**src/rtl/multicycle_control_fsm.sv**
```systemverilog
// Multi-cycle MIPS main control: steps each instruction through FETCH/DECODE/EXECUTE/MEM/WB,
// with a memory-ready handshake, a wait timeout, an illegal-opcode trap and a retire pulse.
module multicycle_control_fsm #(
  parameter int MEM_TIMEOUT  = 15,
  parameter bit SUPPORT_IMM  = 1'b1,
  parameter bit SUPPORT_JUMP = 1'b1
) (
  input  logic       clk,
  input  logic       reset,
  input  logic [5:0] opCode,
  input  logic       zero,
  input  logic       memReady,
  output logic       iorD,
  output logic       memRead,
  output logic       memWrite,
  output logic       irWrite,
  output logic       regDst,
  output logic       memToReg,
  output logic       regWrite,
  output logic       aluSrcA,
  output logic [1:0] aluSrcB,
  output logic [2:0] aluOp,
  output logic [1:0] pcSource,
  output logic       pcWrite,
  output logic [3:0] state,
  output logic       instrDone,
  output logic       illegalOp,
  output logic       memTimeout
);

  typedef enum logic [3:0] {
    S_FETCH  = 4'd0,
    S_DECODE = 4'd1,
    S_MEMADR = 4'd2,
    S_MEMRD  = 4'd3,
    S_MEMWB  = 4'd4,
    S_MEMWR  = 4'd5,
    S_EXEC   = 4'd6,
    S_RTWB   = 4'd7,
    S_BRANCH = 4'd8,
    S_JUMP   = 4'd9,
    S_IEXEC  = 4'd10,
    S_IWB    = 4'd11,
    S_TRAP   = 4'd12
  } state_t;

  localparam logic [5:0] OP_RTYPE = 6'd0;
  localparam logic [5:0] OP_J     = 6'd2;
  localparam logic [5:0] OP_BEQ   = 6'd4;
  localparam logic [5:0] OP_BNE   = 6'd5;
  localparam logic [5:0] OP_ADDI  = 6'd8;
  localparam logic [5:0] OP_SLTI  = 6'd10;
  localparam logic [5:0] OP_ANDI  = 6'd12;
  localparam logic [5:0] OP_ORI   = 6'd13;
  localparam logic [5:0] OP_LW    = 6'd35;
  localparam logic [5:0] OP_SW    = 6'd43;

  localparam logic [7:0] WAIT_LAST = 8'(MEM_TIMEOUT - 1);

  state_t     state_q, state_d;
  logic [7:0] wait_cnt_q, wait_cnt_d;
  logic       illegal_q, illegal_d;
  logic       timeout_q, timeout_d;
  logic       mem_wait;

  always_ff @(posedge clk) begin
    if (reset) begin
      state_q    <= S_FETCH;
      wait_cnt_q <= 8'd0;
      illegal_q  <= 1'b0;
      timeout_q  <= 1'b0;
    end else begin
      state_q    <= state_d;
      wait_cnt_q <= wait_cnt_d;
      illegal_q  <= illegal_d;
      timeout_q  <= timeout_d;
    end
  end

  always_comb begin
    state_d   = state_q;
    illegal_d = illegal_q;
    timeout_d = timeout_q;
    mem_wait  = 1'b0;
    case (state_q)
      S_FETCH: begin
        mem_wait = 1'b1;
        if (memReady) state_d = S_DECODE;
      end
      S_DECODE: begin
        case (opCode)
          OP_RTYPE:       state_d = S_EXEC;
          OP_LW, OP_SW:   state_d = S_MEMADR;
          OP_BEQ, OP_BNE: state_d = S_BRANCH;
          OP_J:           state_d = SUPPORT_JUMP ? S_JUMP : S_TRAP;
          OP_ADDI, OP_ANDI, OP_ORI, OP_SLTI:
                          state_d = SUPPORT_IMM ? S_IEXEC : S_TRAP;
          default:        state_d = S_TRAP;
        endcase
        if (state_d == S_TRAP) illegal_d = 1'b1;
      end
      S_MEMADR: state_d = (opCode == OP_SW) ? S_MEMWR : S_MEMRD;
      S_MEMRD: begin
        mem_wait = 1'b1;
        if (memReady) state_d = S_MEMWB;
      end
      S_MEMWB: state_d = S_FETCH;
      S_MEMWR: begin
        mem_wait = 1'b1;
        if (memReady) state_d = S_FETCH;
      end
      S_EXEC:   state_d = S_RTWB;
      S_RTWB:   state_d = S_FETCH;
      S_BRANCH: state_d = S_FETCH;
      S_JUMP:   state_d = S_FETCH;
      S_IEXEC:  state_d = S_IWB;
      S_IWB:    state_d = S_FETCH;
      S_TRAP:   state_d = S_TRAP;
      default:  state_d = S_FETCH;
    endcase

    // A ready on the last allowed wait cycle still completes; only a miss there traps.
    if (mem_wait && !memReady && (wait_cnt_q == WAIT_LAST)) begin
      state_d   = S_TRAP;
      timeout_d = 1'b1;
    end

    if (state_d != state_q)
      wait_cnt_d = 8'd0;
    else if (mem_wait && !memReady)
      wait_cnt_d = wait_cnt_q + 8'd1;
    else
      wait_cnt_d = wait_cnt_q;
  end

  always_comb begin
    iorD      = 1'b0;
    memRead   = 1'b0;
    memWrite  = 1'b0;
    irWrite   = 1'b0;
    regDst    = 1'b0;
    memToReg  = 1'b0;
    regWrite  = 1'b0;
    aluSrcA   = 1'b0;
    aluSrcB   = 2'b00;
    aluOp     = 3'b000;
    pcSource  = 2'b00;
    pcWrite   = 1'b0;
    instrDone = 1'b0;
    // Holding reset masks every enable so an interrupted instruction leaves no side effects.
    if (!reset) begin
      case (state_q)
        S_FETCH: begin
          memRead = 1'b1;
          aluSrcB = 2'b01;
          irWrite = memReady;
          pcWrite = memReady;
        end
        S_DECODE: aluSrcB = 2'b11;
        S_MEMADR: begin
          aluSrcA = 1'b1;
          aluSrcB = 2'b10;
        end
        S_MEMRD: begin
          memRead = 1'b1;
          iorD    = 1'b1;
        end
        S_MEMWB: begin
          memToReg  = 1'b1;
          regWrite  = 1'b1;
          instrDone = 1'b1;
        end
        S_MEMWR: begin
          memWrite  = 1'b1;
          iorD      = 1'b1;
          instrDone = memReady;
        end
        S_EXEC: begin
          aluSrcA = 1'b1;
          aluOp   = 3'b010;
        end
        S_RTWB: begin
          regDst    = 1'b1;
          regWrite  = 1'b1;
          instrDone = 1'b1;
        end
        S_BRANCH: begin
          aluSrcA   = 1'b1;
          aluOp     = 3'b001;
          pcSource  = 2'b01;
          pcWrite   = (opCode == OP_BEQ) ? zero : ~zero;
          instrDone = 1'b1;
        end
        S_JUMP: begin
          pcSource  = 2'b10;
          pcWrite   = 1'b1;
          instrDone = 1'b1;
        end
        S_IEXEC: begin
          aluSrcA = 1'b1;
          aluSrcB = 2'b10;
          case (opCode)
            OP_ANDI: aluOp = 3'b011;
            OP_ORI:  aluOp = 3'b100;
            OP_SLTI: aluOp = 3'b101;
            default: aluOp = 3'b000;
          endcase
        end
        S_IWB: begin
          regWrite  = 1'b1;
          instrDone = 1'b1;
        end
        default: ;
      endcase
    end
  end

  assign state      = state_q;
  assign illegalOp  = illegal_q;
  assign memTimeout = timeout_q;

endmodule

```
**config.mk**
```make
export PLATFORM = sky130hd
export DESIGN_NAME = multicycle_control_fsm
export DESIGN_NICKNAME = d
export VERILOG_FILES = /design/src/rtl/multicycle_control_fsm.sv
export SDC_FILE = /design/constraint.sdc
export NUM_CORES = 1
export LEC_CHECK = 0
export BUFFER_PORTS_ARGS = -buffer_cell sky130_fd_sc_hd__buf_2
export CAP_MARGIN = 10
export CORE_MARGIN = 5
export CORE_UTILIZATION = 30
export DETAILED_ROUTE_END_ITERATION = 12
export HOLD_SLACK_MARGIN = 0.03
export PLACE_DENSITY_LB_ADDON = 0.3
export RECOVER_POWER = 100
export SLEW_MARGIN = 20
export SYNTH_ARGS = -nofsm -noshare
export SYNTH_HDL_FRONTEND = slang
export SYNTH_SLANG_ARGS = --single-unit
export TNS_END_PERCENT = 50
```
**constraint.sdc**
```tcl
create_clock -name clk -period 4.15 [get_ports clk]
set_input_delay 0.83 -clock clk [delete_from_list [all_inputs] [get_ports clk]]
set_output_delay 0.83 -clock clk [all_outputs]
set_load 0.1 [all_outputs]
```
## Yosys cells after proc, flatten, opt, wreduce, memory -nomap -nowiden

Cells that the tools add are included.

- Register bits: 14
- Bits in latches: 0
- RAM bits: 0
- ROM bits: 0
- Input port bits: 10
- Output and inout bits: 23
- Logic and storage cells: 84
- Memories kept: 0

- $add $sub $neg: 1
- $mul: 0
- Div/mod/pow operators: 0
- Order comparisons: 0
- Equality and inequality tests: 24
- Shifts and indexed selects: 0
- Mux-type cells: 37
- Bitwise operators: 1
- Reductions and logical operators: 17

Operators by type and width:

| operator | number |
|---|---|
| case mux 4 bit (8 select lines) | 1 |
| equality test 4 bit (second input constant) | 6 |
| equality test 6 x 4 -> 1 bit (second input constant) | 4 |
| two-way mux 1 bit | 20 |
| two-way mux 4 bit | 5 |
| case mux 4 bit (5 select lines) | 1 |
| case mux 3 bit (3 select lines) | 2 |
| equality test 4 x 3 -> 1 bit (second input constant) | 4 |
| equality test 6 x 3 -> 1 bit (second input constant) | 2 |
| equality test 6 bit (second input constant) | 2 |
| OR reduction 2 bit | 6 |
| adder 8 x 1 -> 8 bit (second input constant) | 1 |
| equality test 4 x 2 -> 1 bit (second input constant) | 2 |
| equality test 8 x 4 -> 1 bit (second input constant) | 1 |
| OR reduction 4 bit | 2 |
| equality test 6 x 2 -> 1 bit (second input constant) | 1 |
| logical NOT 6 bit | 1 |
| two-way mux 3 bit | 2 |
| case mux 2 bit (3 select lines) | 1 |
| OR reduction 3 bit | 2 |
| OR reduction 5 bit | 1 |
| equality test 4 x 1 -> 1 bit (second input constant) | 1 |
| logical NOT 4 bit | 1 |
| two-way mux 2 bit | 2 |
| 8 further kinds | 9 |

## Longest topological paths before layout

- Word-level depth: 8
- Gate-level depth with buffers: 8
- Gate-level depth less buffers: 6

## Worst setup path after synthesis

No wires, ideal clock.

- Path type: input port to output port
- Start: input opCode[5]
- End: output pcWrite
- Arrival: 6515 ps
- Data required time: 3320 ps
- Slack: -3195 ps
- Stages: 6
- Buffers on the path: 1
- Cells stage by stage: clkbuf_1 > or2_2 > nor4_1 > xnor2_1 > nor2_1 > a2111oi_0

- Cells in the longest elaborated chain, start to end: 4

Ends and longest elaborated chain:

| what | line | source |
|---|---|---|
| from (decl) | 10 | `input logic [5:0] opCode,` |
| equality test 6 x 3 -> 1 bit | 191 | `pcWrite = (opCode == OP_BEQ) ? zero : ~zero;` |
| two-way mux 1 bit | 191 |  |
| case mux 1 bit (3 select lines) | 152 | `case (state_q)` |
| two-way mux 1 bit | 151 | `if (!reset) begin` |
| to (decl) | 24 | `output logic pcWrite,` |

No other way between the ends.

## Final worst setup path

- Start: register state_q[1] (netlist: state[1])
- End: output instrDone

- Cells in the longest elaborated chain, start to end: 4
- Elaborated cells between the ends (all ways): 9
- Those cells by class: eq/ne: 6; mux: 2; reduce/logical: 1

Ends and longest elaborated chain:

| what | line | source |
|---|---|---|
| from (decl) | 60 | `state_t state_q, state_d;` |
| from (signal assigned) | 73 | `state_q <= state_d;` |
| equality test 4 bit / equality test 4 x 3 -> 1 bit (equally long branches) | 152 |  |
| OR reduction 5 bit (no line) | n/a |  |
| case mux 1 bit (2 select lines) (*) | 152 |  |
| two-way mux 1 bit (*) | 151 |  |
| to (decl) | 26 | `output logic instrDone,` |

Every way passes the cells marked *; elsewhere a longest branch is shown, timed or not.

==> key figures <==
Global route
  – Largest net degree at the start of global routing: 25
  – Total GRT Usage: 13.5%
  – Global-route wire length before repair: 5950 µm
  – Vias in the first global route: 1274
  – Grt total ovfl: 0
  – Number of antenna violations at the first check in global routing: 0

Synth
  – Synthesized area: 1300 µm²
  – Synthesis Warnings: 0
  – FFs w/ async S/R, synth: 0%
  – Synth cell types: 45
  – FF+latch count, synth: 14
  – Post-Syn Nets: 193
  – Primary FF master, synth: dfxtp_1
  – Count of flip-flops with a built-in enable after synthesis: 0
  – Cell taking the most area after synthesis: dfxtp_1
  – Post-Syn Area per Cell: 7.18 µm²
  – Sequential area share after synthesis: 21.6%
  – Synth top area cells: dfxtp_1 22%, nor3_1 8.1%, nor2_1 6.4%
  – Synth top area share: 21.6%
  – Synth Instances: 181

Layout
  – Design area: 1510 µm²
  – Antenna diode count: 0
  – Share of cells above drive strength 1: 13.8%
  – Layout Nets: 216
  – P&R area growth vs syn: 15.9%

Timing
  – Min cycle time layout: 3.58 ns
  – Post-route setup TNS: 0 ns
  – Worst-Margin Slew: 1.18 ns
  – Clock Skews: 0.00289 ns
  – Final Hold Vio Count: 0
  – Hold_ws: 0.446 ns
  – Slew headroom: 21.6%
  – Maximum operating frequency: 280 MHz
  – Max Slew Vio Count: 0
  – Tcrit/Tclk final: 86.2%
  – Worst Slack Setup Final: 0.573 ns
  – RSZ-0062 raised after global routing: no
  – Finish-stage setup viols: 0

Floorplan
  – FP Rows: 24
  – Die H: 75.8 µm
  – Width of the die: 75.8 µm
  – Starting Density: 30.5%
  – Core ar.: 4260 µm²
  – Die area: 5750 µm²
  – I/O Pins: 33

Worst setup path
  – CP startpoint: state[1]
  – Worst Path Required: 3.32 ns
  – R2R Path Start: state[1]
  – Crit-path max FO: 19
  – WP data arrival: 2.75 ns
  – Register-to-Register Setup Slack: 1.61 ns
  – Worst setup SP type: flop
  – CP Class: flop to primary output
  – FF-to-FF path depth: 5
  – Element type at the critical path end: primary output
  – Reg-to-Reg End: wait_cnt_q[1]
  – Critical Path Sink: instrDone

CTS
  – Hold Buf Count CTS: 0
  – Clk slew on worst S/H paths: 0.06 ns
  – CTS root buffer: clkbuf_8
  – TritonCTS clock tree: built
  – Total CTS buffers: 3
  – # clock sinks: 14
  – Worst skew pair latency: 0.24 ns
  – Postcts setup bufs: 0
  – CTS resizes: 0
  – CTS H-Tree Depth: 1
  – Clk buf depth: 2

Power
  – Pwr Density: 317 nW/µm²
  – Sequential power share: 31.4%
  – Internal power: 268 µW
  – Comb pwr share: 40.9%
  – Pleak: 0.000500 µW
  – Power, Total: 478 µW
  – Sw frac: 43.9%
  – Switching power: 210 µW
  – Clk pwr share: 27.7%
  – Maximum vdd drop: 104 µV

Placement
  – Dpl hpwl: 2630 µm
  – Pre-CTS WS: 0.636 ns
  – GP Congestion: 0.787
  – Placed Area: 1510 µm²
  – Port Buffers: 32

Drt
  – ANT nets after route: 0
  – Vias: 1367
  – Initial drt markers: 160
  – TritonRoute pass-1 iters: 4
  – Detailed Route WL: 3650 µm
  – DR WL/cell: 14.3 µm
  – Post-DR vias/cell: 5.36
  – Remaining DRCs: 0

Status
  – Outcome: complete, no violations

Run
  – Max-cap check violation count: 0

Hold path
  – Min-delay worst type: flop to flop
stage by stage:
step           cells  utilization, %
2_1_floorplan    181               -
3_3_place_gp     251            35.3
3_5_place_dp     251            35.3
4_1_cts          255            36.6
5_1_grt          255            35.3
6_report         255            35.3
worst min path at each step:
| stage | start | endpoint | slack, ns | depth (start not counted) |
|---|---|---|---|---|
| 2_1_floorplan | wait_cnt_q[3] | wait_cnt_q[3] | 0.51 | 2 |
| 3_3_place_gp | illegalOp | illegalOp | 0.44 | 2 |
| 3_5_place_dp | illegalOp | illegalOp | 0.44 | 2 |
| 4_1_cts | illegalOp | illegalOp | 0.45 | 2 |
| 5_1_grt | illegalOp | illegalOp | 0.47 | 2 |
| 6_report | illegalOp | illegalOp | 0.45 | 2 |
cell usage after synthesis, drive strengths merged (2+ instances only):
master    n
nor3     21
nor2b     5
nor2     22
clkbuf    9
o21ai     4
a31oi     4
xor2      5
a211o     2
ha        2
a2111oi   4
dfxtp    14
nand3b    2
nand4     6
nand2    11
a311oi    2
xnor2     5
inv       5
a211oi    3
o21a      2
nand2b    5
a21oi    10
or2       4
nor3b     2
and3      3
buf       7
and2      3
nor4      6
cell families (layout without fill, tap and decap cells):
kind of cell	count (synthesis)	count (layout)	synth area share (%)
buffers and inverters	21	43	7.41
adder cells (fa/ha/maj)	2	2	1.92
AO/OA/AOI/OAI	40	40	24.0
AND/OR/NAND/NOR	94	94	37.8
flip-flops	14	14	21.6
XOR/XNOR	10	10	7.31
routing by layer:
metal  up-vias  wire length (µm)  track usage [%]
li1        699                 -                -
met3         4               207             1.98
met2        31              1740             21.9
met1       633              1650             17.5
met4         0                55             6.21
met5         -                 0                0
final cells by class:
class / instances / area [µm²]
Clock buffer: 4 / 55.1
Fill cell: 496 / 2760
Inverter: 5 / 18.8
Multi-Input combinational cell: 146 / 940
Sequential cell: 14 / 280
Tap cell: 52 / 65.1
Timing Repair Buffer: 34 / 148
critical path: stages, from the launching register on:
cell      delay (ns)
dfxtp_1         0.79
nand2b_1        0.40
or2_2           0.19
a21oi_1         0.07
nor3_1          0.17
clkbuf_1        0.88
placed cells by master (no fill, tap or decap), types with 3 or more instances in the layout:
cell and n:
a211oi_1 3, a21oi_1 10, a31oi_1 4, and3_1 3, buf_2 9, clkbuf_1 22, clkbuf_8 4, dfxtp_1 14
inv_1 5, nand2_1 11, nand2b_1 5, nand4_1 6, nor2_1 22, nor2b_1 5, nor3_1 20, nor4_1 3
o21ai_0 4, or2_2 4, xnor2_1 5, xor2_1 5
sequential cells by signal (all words and copies together), names as in the netlist:
signal and count:
illegalOp 1, state 4, memTimeout 1, wait_cnt_q 8
power groups by stage:
stage               clock network, µW  registers (µW)  logic (µW)
floorplan                           0             173         153
global placement                    0             153         204
detailed placement                  0             153         204
CTS                               138             150         205
global route                      143             151         211
finish                            132             150         195
No activity file was read; power rests on OpenSTA's default activity.
